[src/rtl/serial_frame_receiver_pkg.sv]
// Shared state encoding and line levels for the serial frame receiver.
package serial_rx_pkg;
  typedef enum logic [1:0] {IDLE, DATA, PARITY, STOP} rx_state_t;

  localparam logic IDLE_LEVEL  = 1'b1;
  localparam logic START_LEVEL = 1'b0;
  localparam logic STOP_LEVEL  = 1'b1;
endpackage

[src/rtl/serial_frame_receiver_bit_counter.sv]
// Data-bit position counter: synchronous clear/enable, flags the last data bit.
module rx_bit_counter #(
  parameter int unsigned DATA_W = 8,
  localparam int unsigned CW = (DATA_W > 1) ? $clog2(DATA_W) : 1
) (
  input  logic          clk,
  input  logic          rst,
  input  logic          clear,
  input  logic          en,
  output logic [CW-1:0] cnt,
  output logic          tc
);
  always_ff @(posedge clk) begin
    if (rst || clear) begin
      cnt <= '0;
    end else if (en) begin
      cnt <= cnt + 1'b1;
    end
  end

  assign tc = (cnt == CW'(DATA_W - 1));
endmodule

[src/rtl/serial_frame_receiver.sv]
// Serial frame receiver: start | DATA_W bits LSB first | [parity] | stop.
// Optional parity check enabled by defining PARITY_CHECK_EN.
module serial_frame_receiver
  import serial_rx_pkg::*;
#(
  parameter int unsigned DATA_W     = 8,
  parameter int unsigned PARITY_ODD = 0
) (
  input  logic              clk,
  input  logic              rst,
  input  logic              sIn,
  output logic [DATA_W-1:0] dataOut,
  output logic              dataValid,
  output logic              frameErr,
  output logic              busy
);
  localparam int unsigned CW = (DATA_W > 1) ? $clog2(DATA_W) : 1;

  rx_state_t         state;
  logic [DATA_W-1:0] shreg;
  logic [CW-1:0]     cnt;
  logic              tc;
  logic              parity_ok;

  rx_bit_counter #(.DATA_W(DATA_W)) u_cnt (
    .clk   (clk),
    .rst   (rst),
    .clear (state != DATA),
    .en    (state == DATA),
    .cnt   (cnt),
    .tc    (tc)
  );

`ifdef PARITY_CHECK_EN
  logic par_bit;

  always_ff @(posedge clk) begin
    if (rst) begin
      par_bit <= 1'b0;
    end else if (state == PARITY) begin
      par_bit <= sIn;
    end
  end

  assign parity_ok = (((^shreg) ^ PARITY_ODD[0]) == par_bit);
`else
  assign parity_ok = 1'b1;
`endif

  // Stop state always returns to IDLE, so a bad stop bit cannot double as a start bit.
  always_ff @(posedge clk) begin
    if (rst) begin
      state     <= IDLE;
      shreg     <= '0;
      dataOut   <= '0;
      dataValid <= 1'b0;
      frameErr  <= 1'b0;
      busy      <= 1'b0;
    end else begin
      dataValid <= 1'b0;
      frameErr  <= 1'b0;
      case (state)
        IDLE: begin
          if (sIn == START_LEVEL) begin
            state <= DATA;
            busy  <= 1'b1;
          end
        end
        DATA: begin
          shreg[cnt] <= sIn;
          if (tc) begin
`ifdef PARITY_CHECK_EN
            state <= PARITY;
`else
            state <= STOP;
`endif
          end
        end
        PARITY: begin
          state <= STOP;
        end
        STOP: begin
          state <= IDLE;
          busy  <= 1'b0;
          if (sIn == STOP_LEVEL && parity_ok) begin
            dataOut   <= shreg;
            dataValid <= 1'b1;
          end else begin
            frameErr <= 1'b1;
          end
        end
        default: begin
          state <= IDLE;
          busy  <= 1'b0;
        end
      endcase
    end
  end
endmodule
[config.mk]
export PLATFORM = sky130hd
export DESIGN_NAME = serial_frame_receiver
export DESIGN_NICKNAME = d
export VERILOG_FILES = /design/src/rtl/serial_frame_receiver_pkg.sv /design/src/rtl/serial_frame_receiver_bit_counter.sv /design/src/rtl/serial_frame_receiver.sv
export SDC_FILE = /design/constraint.sdc
export NUM_CORES = 1
export LEC_CHECK = 0
export CAP_MARGIN = 20
export CORE_ASPECT_RATIO = 1.2
export CORE_MARGIN = 4
export CORE_UTILIZATION = 47
export CTS_CLUSTER_DIAMETER = 60
export CTS_CLUSTER_SIZE = 20
export DETAILED_ROUTE_END_ITERATION = 12
export PLACE_DENSITY = 0.83
export SYNTH_ARGS = -nofsm -noshare
export SYNTH_HDL_FRONTEND = slang
export SYNTH_HIERARCHICAL = 1
export SYNTH_SLANG_ARGS = --single-unit
[constraint.sdc]
create_clock -name clk -period 1.34 [get_ports clk]
set_input_delay 0.201 -clock clk [delete_from_list [all_inputs] [get_ports clk]]
set_output_delay 0.201 -clock clk [all_outputs]
set_load 0.01 [all_outputs]
* Yosys cells after proc, flatten, opt, wreduce, memory -nomap -nowiden *
Cells that the tools add are included.

word-level totals
  RAM bits = 0
  bits in latches = 0
  input port bits = 3
  output and inout port bits = 11
  memories kept = 0
  memory bits (read-only) = 0
  register bits = 24
  word-level logic and storage cells = 36

cells by class
  multiplexer cells = 10
  divide/modulo/power cells = 0
  magnitude comparators = 2
  multiply operators = 0
  eq/ne operators = 7
  shift-type cells = 0
  reduce and logical (&&, ||, !) cells = 8
  $add $sub $neg = 1
  bitwise logic cells = 1

operator list
  kind                                                               count
  bitwise mux 8 bit                                                  1
  one-hot mux 2 bit (4 select lines)                                 1
  AND reduction 2 bit                                                3
  == test 2 bit, second input constant                               2
  less-than comparator 3 x 4 -> 1 bit, second input constant         1
  two-way mux 1 bit                                                  4
  two-way mux 2 bit                                                  2
  != test 2 bit, second input constant                               2
  adder 3 x 1 -> 3 bit, second input constant                        1
  demux 1 bit (select 3 bit)                                         1
  == test 3 bit, second input constant                               1
  greater-or-equal comparator 3 x 1 -> 1 bit, second input constant  1
  == test 2 x 1 -> 1 bit, second input constant                      1
  logical NOT 2 bit                                                  1
  != test 2 x 1 -> 1 bit, second input constant                      1
  one-hot mux 1 bit (2 select lines)                                 1
  nonzero test 2 bit                                                 1
  OR reduction 2 bit                                                 1
  logical AND 1 bit                                                  1
  logical OR 1 bit                                                   1
  NOT 1 bit                                                          1

* Longest topological paths before layout *
Gate-level depths: netlist (run 1).

  depth in word-level cells = 5
  mapped depth = 6
  depth with buffers taken out = 5

* Modules after synthesis *
Netlist (run 1), hierarchy kept.

by module, submodules not included
  module                 instances  cells an instance  area an instance (um^2)
  serial_frame_receiver  1          95                 919.6
  rx_bit_counter         1          11                 133.9

* Worst setup path after synthesis (run 1) *
Ideal clock, no wire load.

  kind = flip-flop to flip-flop
  from = reg state[0]
  to = reg shreg[0]
  setup slack = -0.049 ns
  buffers on the path = 1
  stages on the path, launching flop included = 6
  library setup time = 0.128 ns
  clock period less this slack = 1.389 ns
  arrival time = 1.262 ns
  cells stage by stage = dfxtp_1 -> ha_1 -> buf_2 -> nor4b_4 -> mux2i_1 -> nor2_1

between the ends
  word-level cells in the longest chain between the ends = 1

ends and longest elaborated chain
  element                         line                         RTL
  start: declaration              serial_frame_receiver.sv:19  rx_state_t state;
  start signal: assignment        serial_frame_receiver.sv:53  state <= IDLE;
  start signal: assignment        serial_frame_receiver.sv:65  state <= DATA;
  start signal: assignment        serial_frame_receiver.sv:75  state <= STOP;
  == test 2 x 1 -> 1 bit          serial_frame_receiver.sv:62  case (state)
  end signal: indexed assignment  serial_frame_receiver.sv:70  shreg[cnt] <= sIn;
  end: declaration                serial_frame_receiver.sv:20  logic [DATA_W-1:0] shreg;

No other way between the ends.
A chain may end at the register's enable or synchronous reset.

* Worst setup path after layout (run 1) *
  from = reg u_cnt.cnt[0]
  to = reg state[0]

between the ends
  word-level cells in the longest chain between the ends = 3

ends and longest elaborated chain
  element                        line                                     RTL
  start: declaration             serial_frame_receiver_bit_counter.sv:10  output logic [CW-1:0] cnt,
  start signal: assignment       serial_frame_receiver_bit_counter.sv:17  cnt <= cnt + 1'b1;
  == test 3 bit                  serial_frame_receiver_bit_counter.sv:21  assign tc = (cnt == CW'(DATA_W - 1));
  named net tc                   serial_frame_receiver.sv:22              logic tc;
  != test 2 bit (no line)        -
  AND reduction 2 bit (no line)  -

The timed path passes the listed nets, and every way through them passes these cells.

==> results.py, run 1 <==
metrics = {
    "clock_tree": {
        "root_buffer": "clkbuf_4",
        "clk_latency_ns": 0.30,
        "hold_buffers": 0,
        "clock_sinks": 24,
        "post-cts-setup-buffer-count": 0,
        "cts_buffer_depth": 2,
        "cts_tree": "done",
        "clk_pin_slew_ns": 0.12,
        "numCtsBuffers": 3,
        "htree_levels": 1,
    },
    "die": {
        "core_um2": 2090,
        "fp.dieW_um": 51.2,
        "die_h_um": 59.9,
        "dieArea_um2": 3070,
        "num_rows": 18,
        "start_util": 0.503,
        "ios": 14,
    },
    "pwr": {
        "power.density_nw_per_um2": 1170,
        "power_leakage_nw": 0.560,
        "peakVddDrop_mv": 0.936,
    },
    "logic_synthesis": {
        "synth-seq-cells": 24,
        "ys_seq_area_frac": 0.456,
        "syn_nets": 115,
        "synth-async-reset-ratio": 0,
        "synth_top_area_share": 0.456,
        "syn_inst": 106,
        "synth_commonest_cells": "24 x dfxtp_1, 10 x a21oi_1, 10 x mux2i_1",
        "synth_flop_cell": "dfxtp_1",
        "avgSynthCellArea_um2": 9.94,
        "synth.most_common_cell": "dfxtp_1",
        "synth_area_leaders": "dfxtp_1 46%, mux2i_1 9.5%, ha_1 7.1%",
        "yosys_warnings": 6,
        "synth_edf_count": 0,
        "synthDistinctLibCells": 27,
        "synth_area_leader_cell": "dfxtp_1",
        "syn_area_um2": 1050,
    },
    "drt": {
        "drt_pass1_iterations": 4,
        "drcViolationCount": 0,
        "drt-initial-drc-count": 13,
        "via_per_inst": 5.07,
        "vias": 786,
        "wl_per_cell_um": 13.0,
        "ant_nets": 0,
        "drt-total-wl_um": 2010,
    },
    "cells_and_area": {
        "multi_input_area_um2": 556,
        "n_fill_cell": 197,
        "post-route-cell-area_um2": 1300,
        "fin_nets": 136,
        "drive_gt1_frac": 0.192,
        "post-route-util": 0.619,
        "register_area_um2": 485,
        "diodes": 0,
        "area_growth_pct": 23.0,
    },
    "sta": {
        "slew_headroom": 0.751,
        "finalSetupViolCount": 0,
        "report.final.slew_viol_count": 0,
        "setup_tns_ns": 0,
        "whs_ns": 0.457,
        "worst_pin_slew_ns": 0.373,
        "final.setup.worst_slack_ns": 0.0662,
        "rsz0062_at_grt": "yes",
        "timing.fmax_mhz": 785,
        "fin_worst_skew_ns": 0.00652,
        "period_share": 0.951,
        "period_needed_ns": 1.27,
        "hold_viol": 0,
    },
    "worst_setup_path": {
        "crit_fanout": 3,
        "ff2ff_path_depth": 5,
        "crit_path_cell_trace": "ha_1, ha_1, nand2b_4, and2_4, a211oi_2",
        "path_class": "register to register",
        "cpMaxStageDelayCell": "dfxtp_1",
        "cp-end-kind": "register",
        "cpMostUsedCell": "ha_1",
        "start_kind": "register",
        "cp.required_ns": 1.57,
        "slowest_delay_ns": 0.34,
        "arrival_ns": 1.50,
    },
    "global_routing": {
        "grt_first_pass_wirelength_um": 3410,
        "globalRoute.totalOverflow": 0,
        "grt_max_degree": 18,
        "grt_pass1_vias": 791,
        "antenna_found_initial": 0,
        "gr-usage-all-layers": 0.144,
    },
    "min_path": {
        "hp-class": "register to register",
        "worstHoldPathCells": 2,
    },
    "placement": {
        "port-buffer-count": 13,
        "dp_hpwl_um": 1500,
        "placed_area_um2": 1250,
        "gp_congestion": 0.744,
        "pre_cts_ws_ns": -0.00310,
    },
    "job": {
        "maxCapViolations": 0,
    },
    "outcome": {
        "outcome": "finished, final reports clean",
    },
}
layout by cell type (no fill, tap or decap), types with 2 or more instances in the layout:
cell type and count:
clkbuf_4 3, mux2i_1 10, dlygate4sd2_1 11, nand2_2 2, nor2_1 9, nand3_1 8
a21oi_1 10, clkdlybuf4s50_1 2, nand4b_1 4, buf_4 9, ha_1 5, inv_1 2
and4bb_1 3, dfxtp_1 22, nand2_1 8, nor3_1 2
final cells by class:
class	count	area share
repair buffers	22	0.142
flip-flops and latches	24	0.375
multi-input cells	73	0.429
well taps	30	0.0290
clock buffers	3	0.0174
inverters	3	0.00869
per-stage QoR:
| step | std cells | total power (W) |
|---|---|---|
| after floorplan | 106 | 0.00107 |
| after global placement | 152 | 0.00116 |
| after detailed placement | 152 | 0.00118 |
| after CTS | 155 | 0.00150 |
| after global routing | 155 | 0.00160 |
| final | 155 | 0.00151 |
logic make-up after synthesis:
family          count (synthesis)  synth area share
compound gates                 13            0.0748
xor+xnor                        1           0.00832
fa+ha+maj                       6            0.0713
flops                          24             0.456
mux                            10            0.0950
buf+inv                         9            0.0451
simple gates                   43             0.249
worst max-delay path: cells and delay by family (launching register included):
kind	cells	cell delay, ns
flops	1	0.34
fa+ha+maj	2	0.39
simple gates	2	0.29
compound gates	1	0.19
timing repair:
item | 4_1_cts | 5_1_grt
gates resized for setup | 13 | 7
endpoints found under the setup margin | 15 | 15
endpoints found under the hold margin | 0 | 0
path summary, 6_finish.rpt:
kind,startpoint,endpoint,slack [ns]
worst min register to register,dataOut[0],dataOut[0],0.46
worst max register to register,u_cnt/cnt[0],state[0],0.07
worst max-delay path,u_cnt/cnt[0],state[0],0.07
worst min-delay path,dataOut[0],dataOut[0],0.46
flip-flops by register name (all words and copies together), names as in the netlist:
signal     cells
dataOut        8
frameErr       1
state          2
u_cnt/cnt      3
busy           1
shreg          8
dataValid      1
metal layers:
layer	global-route usage	vias up	wire length, µm
met5	0	-	0
met4	0.0337	0	17
met3	0.0224	2	62
met2	0.276	11	1060
met1	0.166	364	876
li1	-	409	-
power by group:
| part | total, W | leakage (nW) | internal (W) | switching, W |
|---|---|---|---|---|
| Combinational | 0.000424 | 0.351 | 0.000201 | 0.000223 |
| Clock | 0.000294 | 0.0138 | 0.000105 | 0.000189 |
| Sequential | 0.000797 | 0.195 | 0.000759 | 0.0000379 |
| Total | 0.00151 | 0.560 | 0.00107 | 0.000449 |
No activity file was read; power rests on OpenSTA's default activity.
==> run 2: changes to the inputs <==
Settings changed: GPL_TIMING_DRIVEN set to 0, PLACE_DENSITY 0.83 to 0.72, SLEW_MARGIN set to 15.
==> run 2 against run 1 <==
  * Power up 19%
  * Worst setup slack lost 0.011 ns
  * Fmax is 0.82% lower
  * Non-clock buffer count increased by 1
  * Sequential share of layout area shrank 0.80 points
  * Routed wire length fell by 0.65%
  * Final cell count increased by 1.3%
  * Hold slack lost 0.25 ns
  * Utilization increased by 2.3 points
  * Via count up 2.8%
  * Sequential power is essentially flat
  * Critical path depth stayed put
==> results.py, run 2 (synthesized netlist as in run 1, its figures left out) <==
metrics = {
    "cells_and_area": {
        "register_area_um2": 493,
        "multi_input_area_um2": 566,
        "drive_gt1_frac": 0.228,
        "diodes": 0,
        "reg_top3": "dataOut: 8 flops, shreg: 8 flops, u_cnt/cnt: 3 flops",
        "area_growth_pct": 27.7,
        "layout_commonest_cell": "dfxtp_1",
        "most-common-layout-cells": "20 x dfxtp_1, 11 x dlygate4sd2_1, 10 x mux2i_1",
        "fin_nets": 137,
        "post-route-cell-area_um2": 1350,
        "n_fill_cell": 194,
    },
    "worst_setup_path": {
        "cp_num_buf_inv": 0,
        "slowest_delay_ns": 0.37,
        "cp.required_ns": 1.58,
        "crit_fanout": 3,
        "start_kind": "register",
        "cpMaxStageDelayCell": "dfxtp_4",
        "cp-end-kind": "register",
        "arrival_ns": 1.53,
        "critPathTopFamily": "flip-flops",
        "crit_path_cell_trace": "ha_2, ha_1, nand2b_4, and2_4, o31ai_2",
        "path_class": "register to register",
    },
    "clock_tree": {
        "clk_pin_slew_ns": 0.13,
        "root_buffer": "clkbuf_4",
        "numCtsBuffers": 3,
        "cts_buffer_depth": 2,
        "clk_latency_ns": 0.32,
        "clock_sinks": 24,
        "cts_tree": "done",
        "hold_buffers": 0,
        "htree_levels": 1,
    },
    "sta": {
        "period_share": 0.959,
        "finalSetupViolCount": 0,
        "worst_pin_slew_ns": 0.528,
        "slew_headroom": 0.648,
        "timing.fmax_mhz": 779,
        "fin_worst_skew_ns": 0.00580,
        "hold_viol": 0,
        "period_needed_ns": 1.28,
        "report.final.slew_viol_count": 0,
    },
    "placement": {
        "placed_area_um2": 1220,
        "port-buffer-count": 12,
        "dp_hpwl_um": 1340,
        "gp_congestion": 0.759,
    },
    "pwr": {
        "finalPower_w": 0.00180,
        "power.density_nw_per_um2": 1340,
        "peakVddDrop_mv": 1.04,
        "power_leakage_nw": 0.575,
    },
    "drt": {
        "drcViolationCount": 0,
        "via_per_inst": 5.15,
        "vias": 808,
        "drt-total-wl_um": 2000,
        "wl_per_cell_um": 12.7,
        "drt-initial-drc-count": 15,
        "ant_nets": 0,
        "drt_pass1_iterations": 4,
    },
    "global_routing": {
        "grt_max_degree": 15,
        "antenna_found_initial": 0,
        "grt_pass1_vias": 792,
        "gr-usage-all-layers": 0.146,
        "globalRoute.totalOverflow": 0,
        "grt_first_pass_wirelength_um": 3390,
    },
    "die": {
        "die_h_um": 59.9,
        "num_rows": 18,
        "dieArea_um2": 3070,
        "fp.dieW_um": 51.2,
        "start_util": 0.503,
        "ios": 14,
        "core_um2": 2090,
    },
    "min_path": {
        "hp-class": "input port to register",
    },
    "job": {
        "maxCapViolations": 0,
    },
    "outcome": {
        "outcome": "finished, final reports clean",
    },
}
==> run 2: cell types whose count changed in the layout (fill, tap and decap cells not counted), sizes merged <==
cell | previous run | this run
clkdlybuf4s50 | 2 | 1
clkbuf | 3 | 5
bufinv | 0 | 1
==> run 2: final timing paths <==
check | start | cells past startpoint | slack, ns | to
worst min-delay path | sIn | 3 | 0.20 | dataOut[1]
worst max-delay path | u_cnt/cnt[0] | 5 | 0.06 | state[1]
worst max register to register | u_cnt/cnt[0] | 5 | 0.06 | state[1]
worst min register to register | dataOut[1] | 2 | 0.46 | dataOut[1]
==> run 2: timing repair <==
action	in CTS	in global routing
setup buffers	2	4
gates resized for setup	19	8
endpoints found under the setup margin	17	7
cloned	0	0
pin swaps	0	1
==> run 2: per-stage QoR <==
stage                util  cells  worst slack (ns)  setup TNS (ns)  hold slack (ns)
global placement    0.581    148            -0.152           -2.12            0.444
global route        0.642    157         -0.000669       -0.000669            0.201
floorplan               -    106            0.0113               0            0.272
finish              0.642    157            0.0556               0            0.204
CTS                 0.615    153            0.0252               0            0.197
detailed placement  0.581    148            -0.144           -2.38            0.446
==> run 2: where the power goes <==
| part | switching [W] | internal [W] | leakage, nW | total [W] |
|---|---|---|---|---|
| combinational | 0.000246 | 0.000236 | 0.350 | 0.000482 |
| clock | 0.000221 | 0.000303 | 0.0279 | 0.000524 |
| sequential | 0.0000389 | 0.000758 | 0.197 | 0.000797 |
==> run 2: layout make-up <==
| type | count | share of cell area |
|---|---|---|
| sequential | 24 | 0.367 |
| timing repair buffer | 18 | 0.113 |
| inverter | 3 | 0.0102 |
| clock inverter | 1 | 0.0223 |
| multi-input combinational | 73 | 0.420 |
| buffer | 5 | 0.0233 |
| tap | 30 | 0.0279 |
| clock buffer | 3 | 0.0167 |
==> run 2: worst register-to-register path, delay by kind of cell, from the launching register on <==
kind,cells,cell delay (ns)
AO/OA/AOI/OAI,1,0.21
adder cells (fa/ha/maj),2,0.34
flip-flops,1,0.37
AND/OR/NAND/NOR,2,0.28
==> run 2: metal layers <==
layer / global-route usage / share of wire
met1: 0.177 / 0.46
met2: 0.254 / 0.50
met3: 0.0224 / 0.028
met4: 0.0674 / 0.014
met5: 0 / 0
==> run 3: changes to the inputs <==
Settings changed: ABC_CLOCK_PERIOD_IN_PS set to 1340, HOLD_SLACK_MARGIN set to 0.08.
==> results of run 3 <==
The final DEF is identical to that of run 2; final timing and power are the same.
